$ cat config.mk
export PLATFORM = sky130hd
export DESIGN_NAME = uart_cmd_decoder
export DESIGN_NICKNAME = d
export VERILOG_FILES = /design/src/rtl/uart_cmd_decoder.sv
export SDC_FILE = /design/constraint.sdc
export NUM_CORES = 1
export LEC_CHECK = 0
export ABC_CLOCK_PERIOD_IN_PS = 3200
export CAP_MARGIN = 25
export CORE_AREA = 2 2 85 87
export DETAILED_ROUTE_END_ITERATION = 6
export DIE_AREA = 0 0 87 89
export PLACE_DENSITY_LB_ADDON = 0.12
export SETUP_SLACK_MARGIN = 0.15
export SYNTH_ARGS = -nofsm -noshare
export SYNTH_HDL_FRONTEND = slang
export SYNTH_SLANG_ARGS = --single-unit
$ cat constraint.sdc
create_clock -name clk -period 3.2 [get_ports clk]
set_input_delay 0.32 -clock clk [delete_from_list [all_inputs] [get_ports clk]]
set_output_delay 0.32 -clock clk [all_outputs]
set_load 0.02 [all_outputs]
$ cat src/rtl/uart_cmd_decoder.sv
// uart_cmd_decoder
//   Buffers bytes from uart_rx in a small FIFO and turns single-character ASCII
//   commands into one-clock control pulses, echoing each consumed byte back to
//   uart_tx ('?' for unknown bytes, nothing for CR/LF).
// Ports
//   clk, rst            system clock; synchronous active-low reset
//   rx_data, rx_done    received byte and its one-clock strobe
//   tx_busy, tx_done    uart_tx frame in progress / frame finished strobe
//   tx_start, tx_data   one-clock transmit request and the byte (held until tx_done)
//   cmd_run/clear/mode/sr04/dht11   one-clock command pulses
//   overflow            sticky: a byte arrived while the FIFO was full
//   err_cnt             saturating count of unknown bytes
module uart_cmd_decoder #(
  parameter int FIFO_DEPTH = 4,
  parameter bit ECHO_EN    = 1'b1
) (
  input  logic       clk,
  input  logic       rst,
  input  logic [7:0] rx_data,
  input  logic       rx_done,
  input  logic       tx_busy,
  input  logic       tx_done,
  output logic       tx_start,
  output logic [7:0] tx_data,
  output logic       cmd_run,
  output logic       cmd_clear,
  output logic       cmd_mode,
  output logic       cmd_sr04,
  output logic       cmd_dht11,
  output logic       overflow,
  output logic [7:0] err_cnt
);
  localparam int AW = $clog2(FIFO_DEPTH);
  localparam logic [AW:0] PTR_ONE = 1;

  typedef enum logic [1:0] {S_IDLE, S_DECODE, S_ECHO_START, S_ECHO_WAIT} state_t;

  state_t      state, state_n;
  logic [7:0]  mem [FIFO_DEPTH];
  logic [AW:0] wr_ptr, rd_ptr;
  logic        empty, full, push, pop;
  logic [7:0]  cmd_reg;
  logic [4:0]  cmd_vec, cmd_n, cmd_pulse;   // [0]run [1]clear [2]mode [3]sr04 [4]dht11
  logic        is_eol, is_known;
  logic [7:0]  echo_byte;
  logic        err_inc, tx_start_n, load_tx;

  // Extra pointer MSB distinguishes full from empty when the indices match.
  assign empty = (wr_ptr == rd_ptr);
  assign full  = (wr_ptr[AW] != rd_ptr[AW]) && (wr_ptr[AW-1:0] == rd_ptr[AW-1:0]);
  assign pop   = (state == S_IDLE) && !empty;
  // A pop in the same cycle frees a slot, so a full FIFO can still accept.
  assign push  = rx_done && (!full || pop);

  always_comb begin
    cmd_vec = '0;
    is_eol  = 1'b0;
    case (cmd_reg)
      8'h52, 8'h72: cmd_vec[0] = 1'b1;
      8'h43, 8'h63: cmd_vec[1] = 1'b1;
      8'h4D, 8'h6D: cmd_vec[2] = 1'b1;
      8'h55, 8'h75: cmd_vec[3] = 1'b1;
      8'h54, 8'h74: cmd_vec[4] = 1'b1;
      8'h0D, 8'h0A: is_eol     = 1'b1;
      default: ;
    endcase
  end

  assign is_known  = |cmd_vec;
  assign echo_byte = is_known ? cmd_reg : 8'h3F;

  always_comb begin
    state_n    = state;
    cmd_n      = '0;
    err_inc    = 1'b0;
    tx_start_n = 1'b0;
    load_tx    = 1'b0;
    case (state)
      S_IDLE:   if (!empty) state_n = S_DECODE;
      S_DECODE: begin
        cmd_n = cmd_vec;
        if (is_eol) begin
          state_n = S_IDLE;
        end else begin
          err_inc = !is_known;
          load_tx = ECHO_EN;
          state_n = ECHO_EN ? S_ECHO_START : S_IDLE;
        end
      end
      S_ECHO_START: if (!tx_busy) begin
        tx_start_n = 1'b1;
        state_n    = S_ECHO_WAIT;
      end
      // tx_busy may lag tx_start by a clock, so only tx_done ends the wait.
      S_ECHO_WAIT: if (tx_done) state_n = S_IDLE;
      default: state_n = S_IDLE;
    endcase
  end

  // Storage needs no reset; emptiness is carried by the pointers.
  always_ff @(posedge clk) begin
    if (push) mem[wr_ptr[AW-1:0]] <= rx_data;
  end

  always_ff @(posedge clk) begin
    if (!rst) begin
      state     <= S_IDLE;
      wr_ptr    <= '0;
      rd_ptr    <= '0;
      cmd_reg   <= '0;
      cmd_pulse <= '0;
      tx_start  <= 1'b0;
      tx_data   <= '0;
      overflow  <= 1'b0;
      err_cnt   <= '0;
    end else begin
      state     <= state_n;
      cmd_pulse <= cmd_n;
      tx_start  <= tx_start_n;
      if (push) wr_ptr <= wr_ptr + PTR_ONE;
      if (rx_done && !push) overflow <= 1'b1;
      if (pop) begin
        cmd_reg <= mem[rd_ptr[AW-1:0]];
        rd_ptr  <= rd_ptr + PTR_ONE;
      end
      if (load_tx) tx_data <= echo_byte;
      if (err_inc && err_cnt != 8'hFF) err_cnt <= err_cnt + 8'd1;
    end
  end

  assign cmd_run   = cmd_pulse[0];
  assign cmd_clear = cmd_pulse[1];
  assign cmd_mode  = cmd_pulse[2];
  assign cmd_sr04  = cmd_pulse[3];
  assign cmd_dht11 = cmd_pulse[4];

endmodule

# Word level (Yosys, flattened, before mapping)
# Memory sizes are Yosys's and may differ from the RTL's. A register that Yosys moved wholly into a read port is not among the register bits.
# Cells that the tools add are included.
[totals]
regBits = 31
ram_bits = 32
input_bits = 13
memories = 1
[mem_list]
columns = ["memory", "depth", "width", "read_ports", "rd_clocked_by_memory_dff", "wr", "line", "rtl"]
rows = [
  ["mem", 4, 8, 1, 1, 1, "39", "logic [7:0] mem [FIFO_DEPTH];"],
]
[classes]
n_addsub = 3
eq_ne = 22
n_mux = 19
n_reduce_logical = 22
[ops]
columns = ["operator", "n"]
rows = [
  ["8-bit by 7-bit == test with 1-bit output (second input constant)", 10],
  ["8-bit by 4-bit == test with 1-bit output (second input constant)", 2],
  ["1-bit 2-to-1 mux", 13],
  ["2-bit OR reduction", 6],
  ["8-bit by 1-bit adder with 8-bit output (second input constant)", 1],
  ["2-bit 2-to-1 mux", 4],
  ["8-bit 2-to-1 mux", 1],
  ["8-bit inequality test (second input constant)", 1],
  ["2-bit one-hot mux with 4 select lines", 1],
  ["3-bit by 1-bit adder with 3-bit output (second input constant)", 2],
  ["2-bit inequality test (second input constant)", 3],
  ["1-bit logical AND", 5],
  ["1-bit zero test", 5],
  ["5-bit OR reduction", 1],
  ["2-bit == test (second input constant)", 2],
  ["2-bit AND reduction", 2],
  ["3-bit == test", 1],
  ["3-bit AND reduction", 1],
  ["2-bit by 1-bit == test with 1-bit output (second input constant)", 1],
  ["2-bit == test", 1],
  ["2-bit zero test", 1],
  ["1-bit logical OR", 1],
  ["1-bit inequality test", 1],
]

# Depth between registers and ports, before layout
[depth]
ltp_word = 8
depth_mapped = 7

# Least setup slack after synthesis
# Ideal clock, no wire load.
[synth_timing]
kind = "register to register"
from = "register state[0]"
to = "memory mem[3][0], enable pin"
t_arrival_ps = 1415
t_required_ps = 2860
slack_ps = 1446
path_stages_with_launch = 4
n_path_buf = 0
cell_sequence = "dfxtp_1 -> or2_2 -> a41oi_1 -> and2_1"
[synth_via]
elab_chain_cells = 6
[synth_lines]
columns = ["item", "line", "rtl"]
rows = [
  ["start, declared", "38", "state_t state, state_n;"],
  ["start signal, assigned", "117", "state <= state_n;"],
  ["2-bit zero test", "51", "assign pop = (state == S_IDLE) && !empty;"],
  ["1-bit logical AND", "51", ""],
  ["1-bit logical OR", "53", "assign push = rx_done && (!full || pop);"],
  ["1-bit logical AND", "53", ""],
  ["1-bit 2-to-1 mux", "102", "if (push) mem[wr_ptr[AW-1:0]] <= rx_data;"],
  ["1-bit 2-to-1 mux (implied by the code)", "102", ""],
  ["end, declared", "39", ""],
]
# No other way between the ends.

# Worst setup path after layout
[layout_timing]
from = "register rd_ptr[1]"
to = "memory mem[3][0], enable pin"
[layout_via]
elab_chain_cells = 7
word_cells_on_any_way = 10
[layout_lines]
columns = ["item", "line", "rtl"]
rows = [
  ["start, declared", "40", "logic [AW:0] wr_ptr, rd_ptr;"],
  ["start signal, assigned", "124", "rd_ptr <= rd_ptr + PTR_ONE;"],
  ["3-bit == test or 2-bit == test (tied branches)", "49, 50", ""],
  ["1-bit zero test or 1-bit logical AND (tied branches)", "n/a", ""],
  ["1-bit logical AND or 1-bit zero test (tied branches)", "51, 53", ""],
  ["1-bit logical OR (*)", "53", ""],
  ["1-bit logical AND (*)", "53", ""],
  ["1-bit 2-to-1 mux (*)", "102", ""],
  ["1-bit 2-to-1 mux (implied by the code) (*)", "102", ""],
]
# Mark *: on every way between the ends. The rest lies on a longest branch, timed or not.

==> flow_metrics.tcl <==
set metrics [dict create \
    status "completed" \
    syn_avg_cell_area_um2 12.4 \
    grt_pass1_vias 1807 \
    p_leak_nw 1.28 \
    wl_per_cell_um 14.5 \
    portBuffers 35 \
    synth-seq-cells 71 \
    yosys_warnings 0 \
    mostFrequentLayoutCells "dfxtp_1, clkdlybuf4s50_1, edfxtp_1, nor2_1, nand2_1" \
    routabilityCongestion 0.736 \
    final_cells 365 \
    drtPass1Iterations 4 \
    start_kind "flip-flop" \
    syn_inst 239 \
    power.density_cell_area_mw_per_mm2 763 \
    grt_use_total 0.150 \
    hold_buffers 0 \
    cts_tree "built" \
    fmax_ghz 0.475 \
    synth_flop_cell "dfxtp_1" \
    synth_edf_count 32 \
    diodes 0 \
    synthesis.nets 258 \
    synth.distinct_cells 48 \
    drv_cap 0 \
    die_h_um 89 \
    dp_slack_ps 1050 \
    period_needed_ps 2110 \
    hold_slack_ps 453 \
    clk_latency_ps 350 \
    final_area_mm2 0.00362 \
    start_util 0.441 \
    dieArea_mm2 0.00774 \
    grt_first_pass_wirelength_um 8890 \
    dp_cells 349 \
    finalPower_mw 2.76 \
    synth_top_cell_area_share 0.324 \
    via_per_inst 5.27 \
    max_stage_delay_ps 650 \
    arrival_ps 2120 \
    dp_hpwl_um 3750 \
    vias 1925 \
    maxSlewViolCount 0 \
    area_growth_pct 22.2 \
    largest_reg_flops 32 \
    cts_max_path_buffers 2 \
    boundaryPins 36 \
    drive_gt1_frac 0.126 \
    gr-total-overflow 0 \
    grt_start_max_net_pins 27 \
    cts_sinks 71 \
    fin_util 0.539 \
    core_area_mm2 0.00672 \
    drt_iter0_drc 48 \
    cp-end-kind "flip-flop" \
    final_common_cell "dfxtp_1" \
    path_class "reg2reg" \
    tns_ps 0 \
    antenna_found_initial 0 \
    synth_area_leaders "edfxtp_1, dfxtp_1, mux4_2" \
    cts_resized 0 \
    fillers 583 \
    setup_viol 0 \
    drt.antenna.violating_nets 0 \
    synth_area_leader_cell "edfxtp_1" \
    cts-root-buf "clkbuf_8" \
    slew_headroom 0.601 \
    required_ps 3220 \
    crit_chain "xnor2_1 > a41oi_1 > and2_1" \
    async_flop_share 0 \
    post_cts_buffers 0 \
    crit_fanout 12 \
    slowest_stage "dfxtp_1" \
    rows 30 \
    fin_crit_sh 0.658 \
    final.setup.worst_slack_ps 1090 \
    dpl_cell_area_mm2 0.00339 \
    rsz0062_at_grt "false" \
    wl_um 5290 \
    final_nets 299 \
    seq_area_frac_synth 0.588 \
    ir_worst_vdd_mv 0.351 \
    cts.clk_slew.worst_paths_ps 80 \
    hold_viol_final 0 \
    htree_num_levels 3 \
    netlist_area_mm2 0.00296 \
    fin_skew_ps 10.1 \
    die_x_um 87 \
    cts_inserted_buffers 9 \
    hp-class "reg2reg" \
    drc 0 \
    worstMarginPinSlew_ps 591 \
]
==> power breakdown <==
part	total [mW]	switching (mW)	internal, mW
logic	0.753	0.376	0.378
clock network	0.799	0.351	0.448
registers	1.21	0.135	1.08
total	2.76	0.861	1.90
==> synth_stat cells (all sizes together) (2+ instances only) <==
cell type,number
a211oi,4
a21o,2
a21oi,6
a31oi,3
and2,4
buf,6
clkbuf,3
dfxtp,39
edfxtp,32
ha,6
inv,7
mux2i,12
mux4,8
nand2,15
nand2b,6
nand3,3
nand4,3
nor2,27
nor3,7
nor4,6
nor4b,4
o221a,3
o31ai,3
or2,2
or4,2
xnor2,6
xor2,4
==> critical path: cells and delay by family (launching register included) <==
kind | cells | cell delay (ps)
AOI/OAI and AO/OA | 1 | 500
xor gates and xnor gates | 1 | 170
DFF | 1 | 650
and+or+nand+nor | 1 | 460
==> final timing paths <==
path,from,to,slack [ps],cells past startpoint
worst max-delay path,rd_ptr[1],mem[3][0],1090,3
worst min-delay path,tx_data[6],tx_data[6],450,2
worst max register to register,rd_ptr[1],mem[3][0],1090,3
worst min register to register,tx_data[6],tx_data[6],450,2
==> cell type report <==
type / count / area [µm²] / area share
multi-input combinational: 151 / 1140 / 0.315
clock buffer: 9 / 124 / 0.0342
tap: 80 / 100 / 0.0276
inverter: 8 / 30.0 / 0.00829
sequential: 71 / 1740 / 0.481
clock inverter: 7 / 103 / 0.0283
timing repair buffer: 39 / 380 / 0.105
==> kinds of logic after synthesis <==
kind of cell / after synthesis / share of synthesized area
flops: 71 / 0.588
simple gates: 86 / 0.153
buf+inv: 17 / 0.0283
compound gates: 29 / 0.0743
xor+xnor: 10 / 0.0296
mux: 20 / 0.101
fa+ha+maj: 6 / 0.0253
==> metal layers <==
| layer | GRT usage | part of all wire | vias to the layer above |
|---|---|---|---|
| li1 | - | - | 975 |
| met4 | 0.0526 | 0.0072 | 0 |
| met1 | 0.199 | 0.49 | 906 |
| met2 | 0.231 | 0.47 | 37 |
| met5 | 0 | 0 | - |
| met3 | 0.0526 | 0.037 | 7 |
Power figures use the tool's default switching activity.
